--- src/rtl/cpu_types_pkg.sv ---
// Shared MIPS encodings and the per-stage control word for the pipelined datapath.
// Latency: n/a (types and constants only).
// Backpressure: n/a.
package cpu_types_pkg;

  localparam int REG_IDX_W = 5;
  localparam logic [REG_IDX_W-1:0] RA_IDX = 5'd31;

  typedef enum logic [5:0] {
    OP_RTYPE = 6'h00,
    OP_J     = 6'h02,
    OP_JAL   = 6'h03,
    OP_BEQ   = 6'h04,
    OP_BNE   = 6'h05,
    OP_ADDIU = 6'h09,
    OP_ANDI  = 6'h0C,
    OP_ORI   = 6'h0D,
    OP_LUI   = 6'h0F,
    OP_LW    = 6'h23,
    OP_SW    = 6'h2B,
    OP_HALT  = 6'h3F
  } opcode_t;

  typedef enum logic [5:0] {
    F_JR   = 6'h08,
    F_ADDU = 6'h21,
    F_SUBU = 6'h23,
    F_AND  = 6'h24,
    F_OR   = 6'h25,
    F_SLT  = 6'h2A
  } funct_t;

  typedef enum logic [2:0] {
    ALU_ADD = 3'd0,
    ALU_SUB = 3'd1,
    ALU_AND = 3'd2,
    ALU_OR  = 3'd3,
    ALU_SLT = 3'd4
  } aluop_t;

  typedef struct packed {
    logic                 valid;
    logic                 reg_wen;
    logic [REG_IDX_W-1:0] wsel;
    logic                 mem_to_reg;
    logic                 dmem_ren;
    logic                 dmem_wen;
    aluop_t               alu_op;
    logic                 alu_src;
    logic                 ext_op;
    logic                 upper_imm;
    logic                 is_halt;
  } ctrl_word_t;

  localparam ctrl_word_t CTRL_BUBBLE = '0;

endpackage

--- src/rtl/control_decoder.sv ---
// Combinational ID-stage decode: instruction -> control word, branch/jump class, reads_rt.
// Latency: 0 cycles (pure combinational).
// Backpressure: none; unknown opcode/funct or instr_valid=0 yields a bubble.
// Ports: instr/instr_valid in; ctrl, is_beq/is_bne/is_j/is_jal/is_jr, reads_rt, rs, rt out.
module control_decoder
  import cpu_types_pkg::*;
(
  input  logic [31:0]          instr,
  input  logic                 instr_valid,
  output ctrl_word_t           ctrl,
  output logic                 is_beq,
  output logic                 is_bne,
  output logic                 is_j,
  output logic                 is_jal,
  output logic                 is_jr,
  output logic                 reads_rt,
  output logic [REG_IDX_W-1:0] rs,
  output logic [REG_IDX_W-1:0] rt
);

  logic [5:0]           op;
  logic [5:0]           fn;
  logic [REG_IDX_W-1:0] rd;
  logic                 shamt_unused;
  logic                 known;
  logic                 r_alu;
  ctrl_word_t           c;
  logic                 beq, bne, j, jal, jr;

  assign op = instr[31:26];
  assign rs = instr[25:21];
  assign rt = instr[20:16];
  assign rd = instr[15:11];
  assign fn = instr[5:0];
  assign shamt_unused = ^instr[10:6];

  always_comb begin
    c        = CTRL_BUBBLE;
    known    = 1'b0;
    r_alu    = 1'b0;
    reads_rt = 1'b0;
    beq      = 1'b0;
    bne      = 1'b0;
    j        = 1'b0;
    jal      = 1'b0;
    jr       = 1'b0;
    case (op)
      OP_RTYPE: begin
        reads_rt = 1'b1;
        case (fn)
          F_ADDU: begin known = 1'b1; r_alu = 1'b1; c.alu_op = ALU_ADD; end
          F_SUBU: begin known = 1'b1; r_alu = 1'b1; c.alu_op = ALU_SUB; end
          F_AND:  begin known = 1'b1; r_alu = 1'b1; c.alu_op = ALU_AND; end
          F_OR:   begin known = 1'b1; r_alu = 1'b1; c.alu_op = ALU_OR;  end
          F_SLT:  begin known = 1'b1; r_alu = 1'b1; c.alu_op = ALU_SLT; end
          F_JR:   begin known = 1'b1; jr = 1'b1; end
          default: ;
        endcase
        if (r_alu) begin
          c.reg_wen = 1'b1;
          c.wsel    = rd;
        end
      end
      OP_ADDIU: begin
        known = 1'b1; c.reg_wen = 1'b1; c.wsel = rt;
        c.alu_src = 1'b1; c.ext_op = 1'b1; c.alu_op = ALU_ADD;
      end
      OP_ANDI: begin
        known = 1'b1; c.reg_wen = 1'b1; c.wsel = rt;
        c.alu_src = 1'b1; c.alu_op = ALU_AND;
      end
      OP_ORI: begin
        known = 1'b1; c.reg_wen = 1'b1; c.wsel = rt;
        c.alu_src = 1'b1; c.alu_op = ALU_OR;
      end
      OP_LUI: begin
        known = 1'b1; c.reg_wen = 1'b1; c.wsel = rt;
        c.alu_src = 1'b1; c.upper_imm = 1'b1; c.alu_op = ALU_ADD;
      end
      OP_LW: begin
        known = 1'b1; c.reg_wen = 1'b1; c.wsel = rt;
        c.mem_to_reg = 1'b1; c.dmem_ren = 1'b1;
        c.alu_src = 1'b1; c.ext_op = 1'b1; c.alu_op = ALU_ADD;
      end
      OP_SW: begin
        known = 1'b1; reads_rt = 1'b1; c.dmem_wen = 1'b1;
        c.alu_src = 1'b1; c.ext_op = 1'b1; c.alu_op = ALU_ADD;
      end
      OP_BEQ: begin
        known = 1'b1; reads_rt = 1'b1; beq = 1'b1;
        c.ext_op = 1'b1; c.alu_op = ALU_SUB;
      end
      OP_BNE: begin
        known = 1'b1; reads_rt = 1'b1; bne = 1'b1;
        c.ext_op = 1'b1; c.alu_op = ALU_SUB;
      end
      OP_J:    begin known = 1'b1; j = 1'b1; end
      OP_JAL:  begin known = 1'b1; jal = 1'b1; c.reg_wen = 1'b1; c.wsel = RA_IDX; end
      OP_HALT: begin known = 1'b1; c.is_halt = 1'b1; end
      default: ;
    endcase
    c.valid = known & instr_valid;
    // $0 is hard-wired; never let a write to it reach the register file.
    if (c.wsel == '0) c.reg_wen = 1'b0;
    if (!c.valid) c = CTRL_BUBBLE;
  end

  assign ctrl   = c;
  assign is_beq = beq & ctrl.valid;
  assign is_bne = bne & ctrl.valid;
  assign is_j   = j   & ctrl.valid;
  assign is_jal = jal & ctrl.valid;
  assign is_jr  = jr  & ctrl.valid;

endmodule

--- src/rtl/pipeline_control_unit.sv ---
// Pipelined MIPS control: decode, DEPTH-stage control-word shift, load-use stall, ID branch resolve, HALT drain.
// Latency: decoded word on ex_ctrl after 1 edge, wb_ctrl after DEPTH edges.
// Backpressure: mem_wait freezes every stage and holds IF/ID; load-use inserts one bubble.
// Ports: CLK/RST; instr, instr_valid, equal, mem_wait in; ex/mem/wb_ctrl, id_stall, id_flush,
//        pc_src, jtype, jreg, halt out.
module pipeline_control_unit
  import cpu_types_pkg::*;
#(
  parameter int DEPTH  = 3,
  parameter int REG_W  = REG_IDX_W,
  parameter int WORD_W = 32
) (
  input  logic              CLK,
  input  logic              RST,
  input  logic [WORD_W-1:0] instr,
  input  logic              instr_valid,
  input  logic              equal,
  input  logic              mem_wait,
  output ctrl_word_t        ex_ctrl,
  output ctrl_word_t        mem_ctrl,
  output ctrl_word_t        wb_ctrl,
  output logic              id_stall,
  output logic              id_flush,
  output logic              pc_src,
  output logic              jtype,
  output logic              jreg,
  output logic              halt
);

  ctrl_word_t       stage [DEPTH];
  ctrl_word_t       dec_ctrl;
  ctrl_word_t       s0_next;
  logic             is_beq, is_bne, is_j, is_jal, is_jr, reads_rt;
  logic [REG_W-1:0] id_rs, id_rt;
  logic             halting;
  logic             halt_q;
  logic             ld_use;
  logic             take;
  logic             wb_halt;

  control_decoder u_dec (
    .instr       (instr[31:0]),
    .instr_valid (instr_valid),
    .ctrl        (dec_ctrl),
    .is_beq      (is_beq),
    .is_bne      (is_bne),
    .is_j        (is_j),
    .is_jal      (is_jal),
    .is_jr       (is_jr),
    .reads_rt    (reads_rt),
    .rs          (id_rs),
    .rt          (id_rt)
  );

  assign ex_ctrl  = stage[0];
  assign mem_ctrl = stage[1];
  assign wb_ctrl  = stage[DEPTH-1];

  // Load in EX whose destination feeds the ID instruction: one bubble.
  assign ld_use = dec_ctrl.valid && ex_ctrl.valid && ex_ctrl.dmem_ren &&
                  (ex_ctrl.wsel != '0) &&
                  ((ex_ctrl.wsel == id_rs) || (reads_rt && ex_ctrl.wsel == id_rt));

  assign s0_next = (halting || ld_use) ? CTRL_BUBBLE : dec_ctrl;

  assign take    = (is_beq && equal) || (is_bne && !equal) || is_j || is_jal || is_jr;
  assign wb_halt = wb_ctrl.valid && wb_ctrl.is_halt;

  // mem_wait folds into id_stall, which in turn suppresses branch/jump redirects.
  assign id_stall = !RST && (mem_wait || ld_use || halting);
  assign pc_src   = !RST && !id_stall && take;
  assign id_flush = pc_src;
  assign jtype    = pc_src && (is_j || is_jal);
  assign jreg     = pc_src && is_jr;
  assign halt     = !RST && (halt_q || wb_halt);

  always_ff @(posedge CLK) begin
    if (RST) begin
      for (int i = 0; i < DEPTH; i++) stage[i] <= CTRL_BUBBLE;
      halting <= 1'b0;
      halt_q  <= 1'b0;
    end else begin
      if (!mem_wait) begin
        stage[0] <= s0_next;
        for (int i = 1; i < DEPTH; i++) stage[i] <= stage[i-1];
        if (s0_next.valid && s0_next.is_halt) halting <= 1'b1;
      end
      if (wb_halt) halt_q <= 1'b1;
    end
  end

endmodule

--- config.mk ---
export PLATFORM = sky130hd
export DESIGN_NAME = pipeline_control_unit
export DESIGN_NICKNAME = d
export VERILOG_FILES = /design/src/rtl/cpu_types_pkg.sv /design/src/rtl/control_decoder.sv /design/src/rtl/pipeline_control_unit.sv
export SDC_FILE = /design/constraint.sdc
export NUM_CORES = 1
export LEC_CHECK = 0
export CAP_MARGIN = 40
export CORE_AREA = 3 3 83 93
export CTS_CLUSTER_DIAMETER = 150
export DETAILED_ROUTE_END_ITERATION = 10
export DIE_AREA = 0 0 86 96
export PLACE_DENSITY = 0.81
export SYNTH_ARGS = -nofsm -noshare
export SYNTH_HDL_FRONTEND = slang
export SYNTH_HIERARCHICAL = 1
export SYNTH_SLANG_ARGS = --single-unit
--- constraint.sdc ---
create_clock -name CLK -period 6.6 [get_ports CLK]
set_clock_uncertainty 0.15 [all_clocks]
set_input_delay 1.32 -clock CLK [delete_from_list [all_inputs] [get_ports CLK]]
set_output_delay 1.32 -clock CLK [all_outputs]
set_load 0.02 [all_outputs]
==> qor.csv <==
metric,value,unit
drt-pass1-iter-count,4,
fin_ws,545,ps
nets,392,
grtUsageMet1,0.188,
totalWireLength,6250,µm
cts_max_level,2,
fillers,589,
finalSetupViolations,0,
placementRows,32,
finalCriticalPeriod,6060,ps
finalMaxSlewViolations,0,
cts_root_buf,clkbuf_8,
start_kind,input pin,
boundaryPins,94,
drt_iter0_markers,115,
yosysWarnings,6,
cts_setup_buffers,0,
die_x,86,µm
final_common_cell,clkdlybuf4s50_1,
drive_above_1_share,0.138,
syn-num-nets,319,
drc_errors,0,
use_met3,0.0223,
clock.fmax,165,MHz
worstMarginPinSlew,680,ps
vias,2265,
start_util,0.446,
status,"complete, no violations",
syn_area,3090,µm²
grt_usage,0.153,
met2_usage,0.269,
p_per_area,190,nW/µm²
cts_hold_buf,0,
avgRoutedWirePerCell,14.2,µm
required,5130,ps
max_slew_margin,0.547,
drv_cap,0,
grt_busiest_layer,met2,
final_cell_mix,"clkdlybuf4s50_1 (88), edfxtp_1 (51), and2_1 (33), inv_1 (25), nand2_1 (21)",
ys_ff_latch,53,
hold_viol,0,
final_area,4090,µm²
grt_pass1_vias,2145,
viasPerCell,5.14,
die_h,96,µm
post_synth.cell_area_avg,10.9,µm²
setup_tns,0,ps
grt_overflow,0,
r2r_slack,4360,ps
critPathMaxFanout,15,
synth_cell_types,47,
dp_hpwl,4820,µm
r2r-start,stage[0][12],
dp_slack,572,ps
synthCells,282,
r2r_end,stage[0][15],
clock-sinks,53,
seq_area_frac_synth,0.509,
area_delta_synth_final,32.3,%
clkTransAtPathRegs,90,ps
cts-buffers-inserted,5,
clockBufferDepth,2,
path_class,input pin to output pin,
leakage,1.34,nW
hold_path_class,flop to flop,
coreArea,6930,µm²
antennaDiodeCount,0,
cts_tree,yes,
grt_pass1_wl,10100,µm
clk_latency,290,ps
ir_drop,192,µV
grt_start_max_net_pins,52,
cts_resized,0,
startpoint,instr[29],
antenna_found_initial,0,
final_util,0.590,
fp.dieArea,8260,µm²
io_buffers,88,
rsz0062_at_grt,no,
drtAntennaViolNets,0,
dpl_cell_area,3950,µm²
endpoint,id_flush,
timing.final.crit_share,0.917,
critPathArrivalTime,4590,ps
place_congestion,0.798,
worst_setup_path_end_kind,output pin,
r2r_cells,5,
## worst min-delay path by stage
stage | start | cells past startpoint | end
after floorplan | halt_q | 2 | halt_q
after global routing | halt_q | 2 | halt_q
final | halt_q | 2 | halt_q
after global placement | halt_q | 2 | halt_q
after detailed placement | halt_q | 2 | halt_q
after CTS | halt_q | 2 | halt_q
## logic make-up (layout without fill, tap and decap cells)
| group | Yosys count | after routing | synth area share |
|---|---|---|---|
| compound gates | 51 | 51 | 0.159 |
| xor+xnor | 12 | 12 | 0.0340 |
| buf+inv | 53 | 127 | 0.0904 |
| flops | 53 | 53 | 0.509 |
| mux | 1 | 1 | 0.00324 |
| simple gates | 112 | 112 | 0.204 |
## cell type report
type / count / area (µm²) / area share
multi-input cells: 176 / 1240 / 0.304
clock inverters: 3 / 68.8 / 0.0168
clock buffers: 5 / 68.8 / 0.0168
well taps: 85 / 106 / 0.0260
inverters: 25 / 93.8 / 0.0230
flip-flops and latches: 53 / 1570 / 0.385
repair buffers: 94 / 933 / 0.228
## per-stage QoR
| stage | instances | power, mW | hold slack (ps) |
|---|---|---|---|
| detailed placement | 433 | 0.531 | 318 |
| global placement | 432 | 0.527 | 288 |
| global route | 441 | 0.809 | 360 |
| CTS | 441 | 0.785 | 340 |
| floorplan | 282 | 0.471 | 274 |
| finish | 441 | 0.777 | 331 |
## flip-flops by register name (all words and copies together), names as in the netlist
signal / count
stage: 51
halt_q: 1
halting: 1
## critical path: stages
cell	delay (ps)
clkdlybuf4s50_1	690
nor4_4	360
nand3_1	180
a21oi_2	210
o31ai_4	130
buf_4	200
nor4b_2	260
mux2i_1	120
and3_1	200
a211oi_2	250
clkdlybuf4s50_1	660
## cell usage after synthesis (all sizes together)
cell / count / area [µm²]
or3: 2 / 13.8
dfxtp: 2 / 40.0
xnor2: 11 / 96.3
and2: 34 / 214
o22ai: 1 / 12.5
o32ai: 1 / 16.3
and4b: 1 / 10.0
or4: 2 / 15.0
nor2b: 4 / 25.0
nand4: 1 / 6.26
a22oi: 1 / 7.51
nor4b: 1 / 15.0
or4b: 1 / 13.8
a31oi: 8 / 56.3
and2b: 1 / 7.51
clkbuf: 5 / 18.8
nor4: 4 / 40.0
buf: 23 / 166
inv: 25 / 93.8
nor2: 16 / 62.6
a21oi: 8 / 43.8
nand2: 22 / 82.6
mux2i: 1 / 10.0
nand2b: 2 / 12.5
and3: 1 / 6.26
a211oi: 21 / 265
o31ai: 2 / 33.8
nand3: 9 / 45.0
o21ai: 7 / 38.8
nor3: 10 / 50.1
a31o: 1 / 8.76
a41oi: 1 / 8.76
xor2: 1 / 8.76
nor4bb: 1 / 10.0
edfxtp: 51 / 1530
## where the power goes
group	internal [mW]	total (mW)	leakage [nW]	switching, mW
clock network	0.153	0.254	0.0687	0.102
logic	0.0609	0.129	0.684	0.0683
registers	0.385	0.393	0.584	0.00831
total	0.599	0.777	1.34	0.178
## layer usage
| metal | vias up | share of wire |
|---|---|---|
| li1 | 1132 | - |
| met1 | 1025 | 0.42 |
| met2 | 94 | 0.49 |
| met3 | 14 | 0.064 |
| met4 | 0 | 0.025 |
| met5 | - | 0 |
(Power assumes the default switching activity.)
